--- src/rtl/mem_arb_pkg.sv ---
// Shared types and constants for the unified instruction/data memory port arbiter.
package mem_arb_pkg;

  typedef enum logic [1:0] {
    IDLE,
    ACCESS,
    RESP
  } arb_state_t;

  localparam logic PORT_IF = 1'b0;
  localparam logic PORT_D  = 1'b1;

  localparam int unsigned CNT_W = 3;

endpackage

--- src/rtl/rr_pick2.sv ---
// Two-input round-robin picker: a lone request wins, a tie goes to the port not granted last.
module rr_pick2
  import mem_arb_pkg::*;
(
  input  logic [1:0] req,
  input  logic       last_gnt,
  output logic [1:0] gnt
);

  // Bit index equals port id (0 = IF, 1 = D).
  always_comb begin
    gnt = '0;
    unique case (req)
      2'b01:   gnt = 2'b01;
      2'b10:   gnt = 2'b10;
      2'b11:   gnt = (last_gnt == PORT_D) ? 2'b01 : 2'b10;
      default: gnt = '0;
    endcase
  end

endmodule

--- src/rtl/mem_port_arbiter.sv ---
// Shares one memory port between instruction fetch and load/store, one access at a time,
// sequenced IDLE -> ACCESS (MEM_LATENCY cycles) -> RESP with a one-cycle rvalid pulse.
module mem_port_arbiter
  import mem_arb_pkg::*;
#(
  parameter int unsigned MEM_LATENCY = 1,
  parameter int unsigned ADDR_W      = 64,
  parameter int unsigned DATA_W      = 64
) (
  input  logic              clock,
  input  logic              reset,
  input  logic              if_req,
  input  logic [ADDR_W-1:0] if_addr,
  output logic              if_gnt,
  output logic              if_rvalid,
  output logic [31:0]       if_rdata,
  input  logic              d_req,
  input  logic              d_we,
  input  logic [ADDR_W-1:0] d_addr,
  input  logic [DATA_W-1:0] d_wdata,
  output logic              d_gnt,
  output logic              d_rvalid,
  output logic [DATA_W-1:0] d_rdata,
  output logic [ADDR_W-1:0] mem_addr,
  output logic              mem_wr,
  output logic [DATA_W-1:0] mem_wdata,
  input  logic [DATA_W-1:0] mem_rdata,
  output logic              busy
);

  arb_state_t        state_q, state_d;
  logic              last_gnt_q;
  logic [CNT_W-1:0]  cnt_q;
  logic              port_q;
  logic              we_q;
  logic [ADDR_W-1:0] addr_q;
  logic [DATA_W-1:0] wdata_q;
  logic [31:0]       if_rdata_q;
  logic [DATA_W-1:0] d_rdata_q;

  logic [1:0]        pick;
  logic [1:0]        gnt_vec;
  logic              last_cycle;

  rr_pick2 u_pick (
    .req      ({d_req, if_req}),
    .last_gnt (last_gnt_q),
    .gnt      (pick)
  );

  // Grants are only offered from IDLE and never while reset is held.
  assign gnt_vec    = (state_q == IDLE && !reset) ? pick : 2'b00;
  assign last_cycle = (cnt_q == CNT_W'(MEM_LATENCY - 1));

  always_ff @(posedge clock or posedge reset) begin
    if (reset) begin
      state_q <= IDLE;
    end else begin
      state_q <= state_d;
    end
  end

  always_comb begin
    state_d = state_q;
    unique case (state_q)
      IDLE:    if (gnt_vec != 2'b00) state_d = ACCESS;
      ACCESS:  if (last_cycle) state_d = RESP;
      RESP:    state_d = IDLE;
      default: state_d = IDLE;
    endcase
  end

  always_ff @(posedge clock or posedge reset) begin
    if (reset) begin
      last_gnt_q <= PORT_IF;
      cnt_q      <= '0;
      port_q     <= PORT_IF;
      we_q       <= 1'b0;
      addr_q     <= '0;
      wdata_q    <= '0;
      if_rdata_q <= '0;
      d_rdata_q  <= '0;
    end else if (gnt_vec != 2'b00) begin
      port_q     <= gnt_vec[PORT_D];
      last_gnt_q <= gnt_vec[PORT_D];
      cnt_q      <= '0;
      if (gnt_vec[PORT_D]) begin
        addr_q  <= d_addr;
        we_q    <= d_we;
        wdata_q <= d_wdata;
      end else begin
        addr_q  <= if_addr;
        we_q    <= 1'b0;
      end
    end else if (state_q == ACCESS) begin
      cnt_q <= cnt_q + CNT_W'(1);
      if (last_cycle && !we_q) begin
        if (port_q == PORT_D) begin
          d_rdata_q <= mem_rdata;
        end else begin
          if_rdata_q <= mem_rdata[31:0];
        end
      end
    end
  end

  // Decoded from state so an asynchronous reset removes the strobe at once.
  assign mem_wr    = (state_q == ACCESS) && (cnt_q == '0) && we_q && (port_q == PORT_D);
  assign mem_addr  = addr_q;
  assign mem_wdata = wdata_q;

  assign if_gnt    = gnt_vec[PORT_IF];
  assign d_gnt     = gnt_vec[PORT_D];
  assign if_rvalid = (state_q == RESP) && (port_q == PORT_IF);
  assign d_rvalid  = (state_q == RESP) && (port_q == PORT_D);
  assign if_rdata  = if_rdata_q;
  assign d_rdata   = d_rdata_q;
  assign busy      = (state_q != IDLE);

endmodule
--- config.mk ---
export PLATFORM = sky130hd
export DESIGN_NAME = mem_port_arbiter
export DESIGN_NICKNAME = d
export VERILOG_FILES = /design/src/rtl/mem_arb_pkg.sv /design/src/rtl/rr_pick2.sv /design/src/rtl/mem_port_arbiter.sv
export SDC_FILE = /design/constraint.sdc
export NUM_CORES = 1
export LEC_CHECK = 0
export BUFFER_PORTS_ARGS = -buffer_cell sky130_fd_sc_hd__buf_2
export CORE_AREA = 4 4 189 191
export CTS_CLUSTER_SIZE = 8
export DETAILED_ROUTE_END_ITERATION = 6
export DIE_AREA = 0 0 193 195
export GPL_TIMING_DRIVEN = 0
export HOLD_SLACK_MARGIN = 0.12
export MAX_ROUTING_LAYER = met4
export PLACE_DENSITY = 0.62
export SLEW_MARGIN = 20
export SYNTH_ARGS = -nofsm -noshare
export SYNTH_HDL_FRONTEND = slang
export SYNTH_HIERARCHICAL = 1
export SYNTH_SLANG_ARGS = --single-unit
--- constraint.sdc ---
create_clock -name clock -period 22.2 [get_ports clock]
set_input_delay 3.33 -clock clock [delete_from_list [all_inputs] [get_ports clock]]
set_output_delay 3.33 -clock clock [all_outputs]
set_load 0.02 [all_outputs]
==> impl_results.md <==
- Status: completed
- CTS root buffer: clkbuf_16
- Synth Flop Type: dfrtp_1
- DRT Pass-1 Iters: 4
- Type of the most critical hold path: reg -> reg
- Pins Over Slew Limit: 0
- Input/output buffers: 490
- Post_cts resized: 0
- Worst path arrival time: around 5.0 ns
- GPL Wtd Cong: approximately 0.86
- Fmax: 121 MHz
- Pwr/cell area: between 150 and 200 nW/um^2
- Hold Path Stages: 1
- Cell family with most CP delay: buffers and inverters
- CP endpoint kind: output port
- Crit path kind: in -> out
- Buffers inserted by post-CTS timing repair: 0
- MaxCap Viol Count: 0
- Sequential Area: 5780 sq um
- Area of the multi-input gates: 3390 sq um
- Die ar.: 37600 sq um
- Final hold violation count: 0
- DP HPWL: about 24 mm
- Setup crit start kind: input port
- First-pass GRT wire length: 45.5 mm
- Int Power: 1360 uW
- Remaining Overflow, GRT: 0
- Fill count: 3300
- Slowest cell on the critical path: nor4b_4
- Num CTS Buffers: 34
- Reg2reg start: port_q$_DFFE_PP0P_
- Most frequent cells in the layout: 501 x buf_2, 231 x dfrtp_1, 100 x mux2_2
- Vias: 7072
- CP required: 18.87 ns
- Final Setup Violations: 0
- Max VDD drop: between 0.00009 and 0.0001 V
- Initial antenna violation count: 1
- Die outline width: 193 um
- Drt wl/cell: 19.9 um
- Switching Share: 37.6%
- Row cnt: 68
- DRC viols: 0
- Hold path startpoint: mem_wdata[55]$_DFFE_PP0P_
- Largest net degree at the start of global routing: a little over 100
- Post-route core utilization: between 30% and 40%
- Logic pwr share: 44.1%
- Seq/Total Area, Yosys: 60.9%
- Syn_nets: 855
- Area Growth Syn to Fin: 42.3%
- Min cycle time layout: 8.29 ns
- Synth Instances: 592
- Clock Path Buffers: 3
- Share of layout cells above drive strength 1: approximately 70%
- # IOs: ~500
- Post-route setup TNS: 0 ns
- Worst r2r path cells: 5
- Initial drt markers: 251
- Period utilisation layout: 37.3%
- DRT Wirelength: ~31 mm
- Psw: 819 uW
- CTS tree: done
- Clock sinks: about 230
- FF-to-FF setup slack: between 15 and 20 ns
- Max transition margin: 40.7%
- Post-synth top area share: 60.9%
- CP max stage delay: 0.46 ns
- Clock transition at the registers of the reported paths: about 0.050 ns
- Area leader, netlist: dfrtp_1
- Setup Skew: 0.0131 ns
- WP buf/inv: 4
- Final nets: 1383
- CTS Hold Bufs: 0
- Crit-path max FO: 10
- Worst hold endpoint: mem_wdata[55]$_DFFE_PP0P_
- CTS H-tree lvls: 2
- Commonest non-fill, non-tap cell in the layout: buf_2
- Drt via density: about 4.5
- Netlist cell types: 34
- Synthesized area per cell: ~16 sq um
- Mapped Area: ~9500 sq um
- EDFF count, synth: 0
- Part of the power in registers: 34.6%
- Final antenna-violating net count: 0
- RSZ-0062 raised after global routing: false
- Vias in the first global route: 7751
- Synthesized flop and latch total: about 230
- Chip height: approximately 200 um
- Core footprint: 34100 sq um
- Worst Tran Pin Value: 0.890 ns
- Clock Latency Late Sink: 0.49 ns
- Reg2reg end: mem_addr[30]$_DFFE_PP0P_
- Syn. warnings: 6
- Synth top area cells: dfrtp_1 61%, mux2_2 12%, mux2_4 9.5%, o221a_2 6.8%, nand2b_1 4.0%
- Initial Util: between 20% and 30%
- CP Cell Sequence: buf_2 > a21boi_0 > nor4b_4 > buf_4 > buf_4 > buf_2
- Ys async rst share: 100%
- Static leakage: 0.00662 uW
- GRT Total Usage: 16.3%
- Clk network pwr share: about a fifth
## flip-flops by register name (all words and copies together) (netlist names)
signal and count:
mem_wdata 64, cnt_q 3, if_rdata 32, we_q 1, d_rdata 64, mem_addr 64, port_q 1, state_q 2
## logic make-up after synthesis
logic type / Yosys count / synth area share [%]
DFF: 231 / 60.9
AOI/OAI and AO/OA: 71 / 8.11
and+or+nand+nor: 82 / 5.75
xor gates and xnor gates: 2 / 0.185
muxes: 161 / 21.5
adders and majority gates: 2 / 0.264
buffers and inverters: 43 / 3.31
## per-layer routing
layer | part of all wire [%] | global-route usage, %
met1 | 38 | 18.1
met2 | 49 | 27.6
met3 | 9.0 | 4.77
met4 | 3.5 | 6.08
met5 | 0 | -
## power by group through the flow
stage	combinational (uW)	sequential (uW)	clock [uW]
after floorplan	369	1000	0
after global placement	963	751	0
after detailed placement	976	754	0
after CTS	977	754	480
after global routing	1020	779	498
final	962	753	464
## worst max path at each step
stage	startpoint	to	slack [ns]	cells after the start
after floorplan	reset	cnt_q[0]$_DFFE_PP0P_	12.54	1
after global placement	reset	d_rdata[56]$_DFFE_PP0P_	9.65	2
after detailed placement	d_req	d_gnt	13.82	6
after CTS	d_req	d_gnt	13.81	6
after global routing	d_req	d_gnt	13.70	6
final	d_req	d_gnt	13.91	6
## area by class of cell
cell class / count / share of cell area, %
Sequential cell: 231 / 42.8
Multi-Input combinational cell: 318 / 25.1
Timing Repair Buffer: 492 / 18.6
Clock buffer: 38 / 6.88
Tap cell: 455 / 4.22
Buffer: 39 / 2.21
Inverter: 4 / 0.167
Antenna cell: 1 / 0.0185
## metrics by stage
step	hold WS, ns	power, uW	cell area, sq um	cells	setup WS (ns)
6_report	0.496	2180	13500	1578	13.91
5_1_grt	0.505	2300	13500	1578	13.70
4_1_cts	0.499	2210	13500	1577	13.81
3_5_place_dp	0.487	1730	12600	1539	13.82
3_3_place_gp	0.484	1710	12500	1537	9.65
2_1_floorplan	0.493	1370	9490	592	12.54
## cells in the mapped netlist (all sizes together), types with 2 or more instances
library cell  number
nand2b            60
buf               35
o221a             64
nand3b             2
nor4b              2
clkbuf             4
or2b               6
mux2             160
dfrtp            231
ha                 2
inv                4
a21boi             2
o21ai              2
nor2               4
Note: power is estimated with default switching activity, not from simulation.
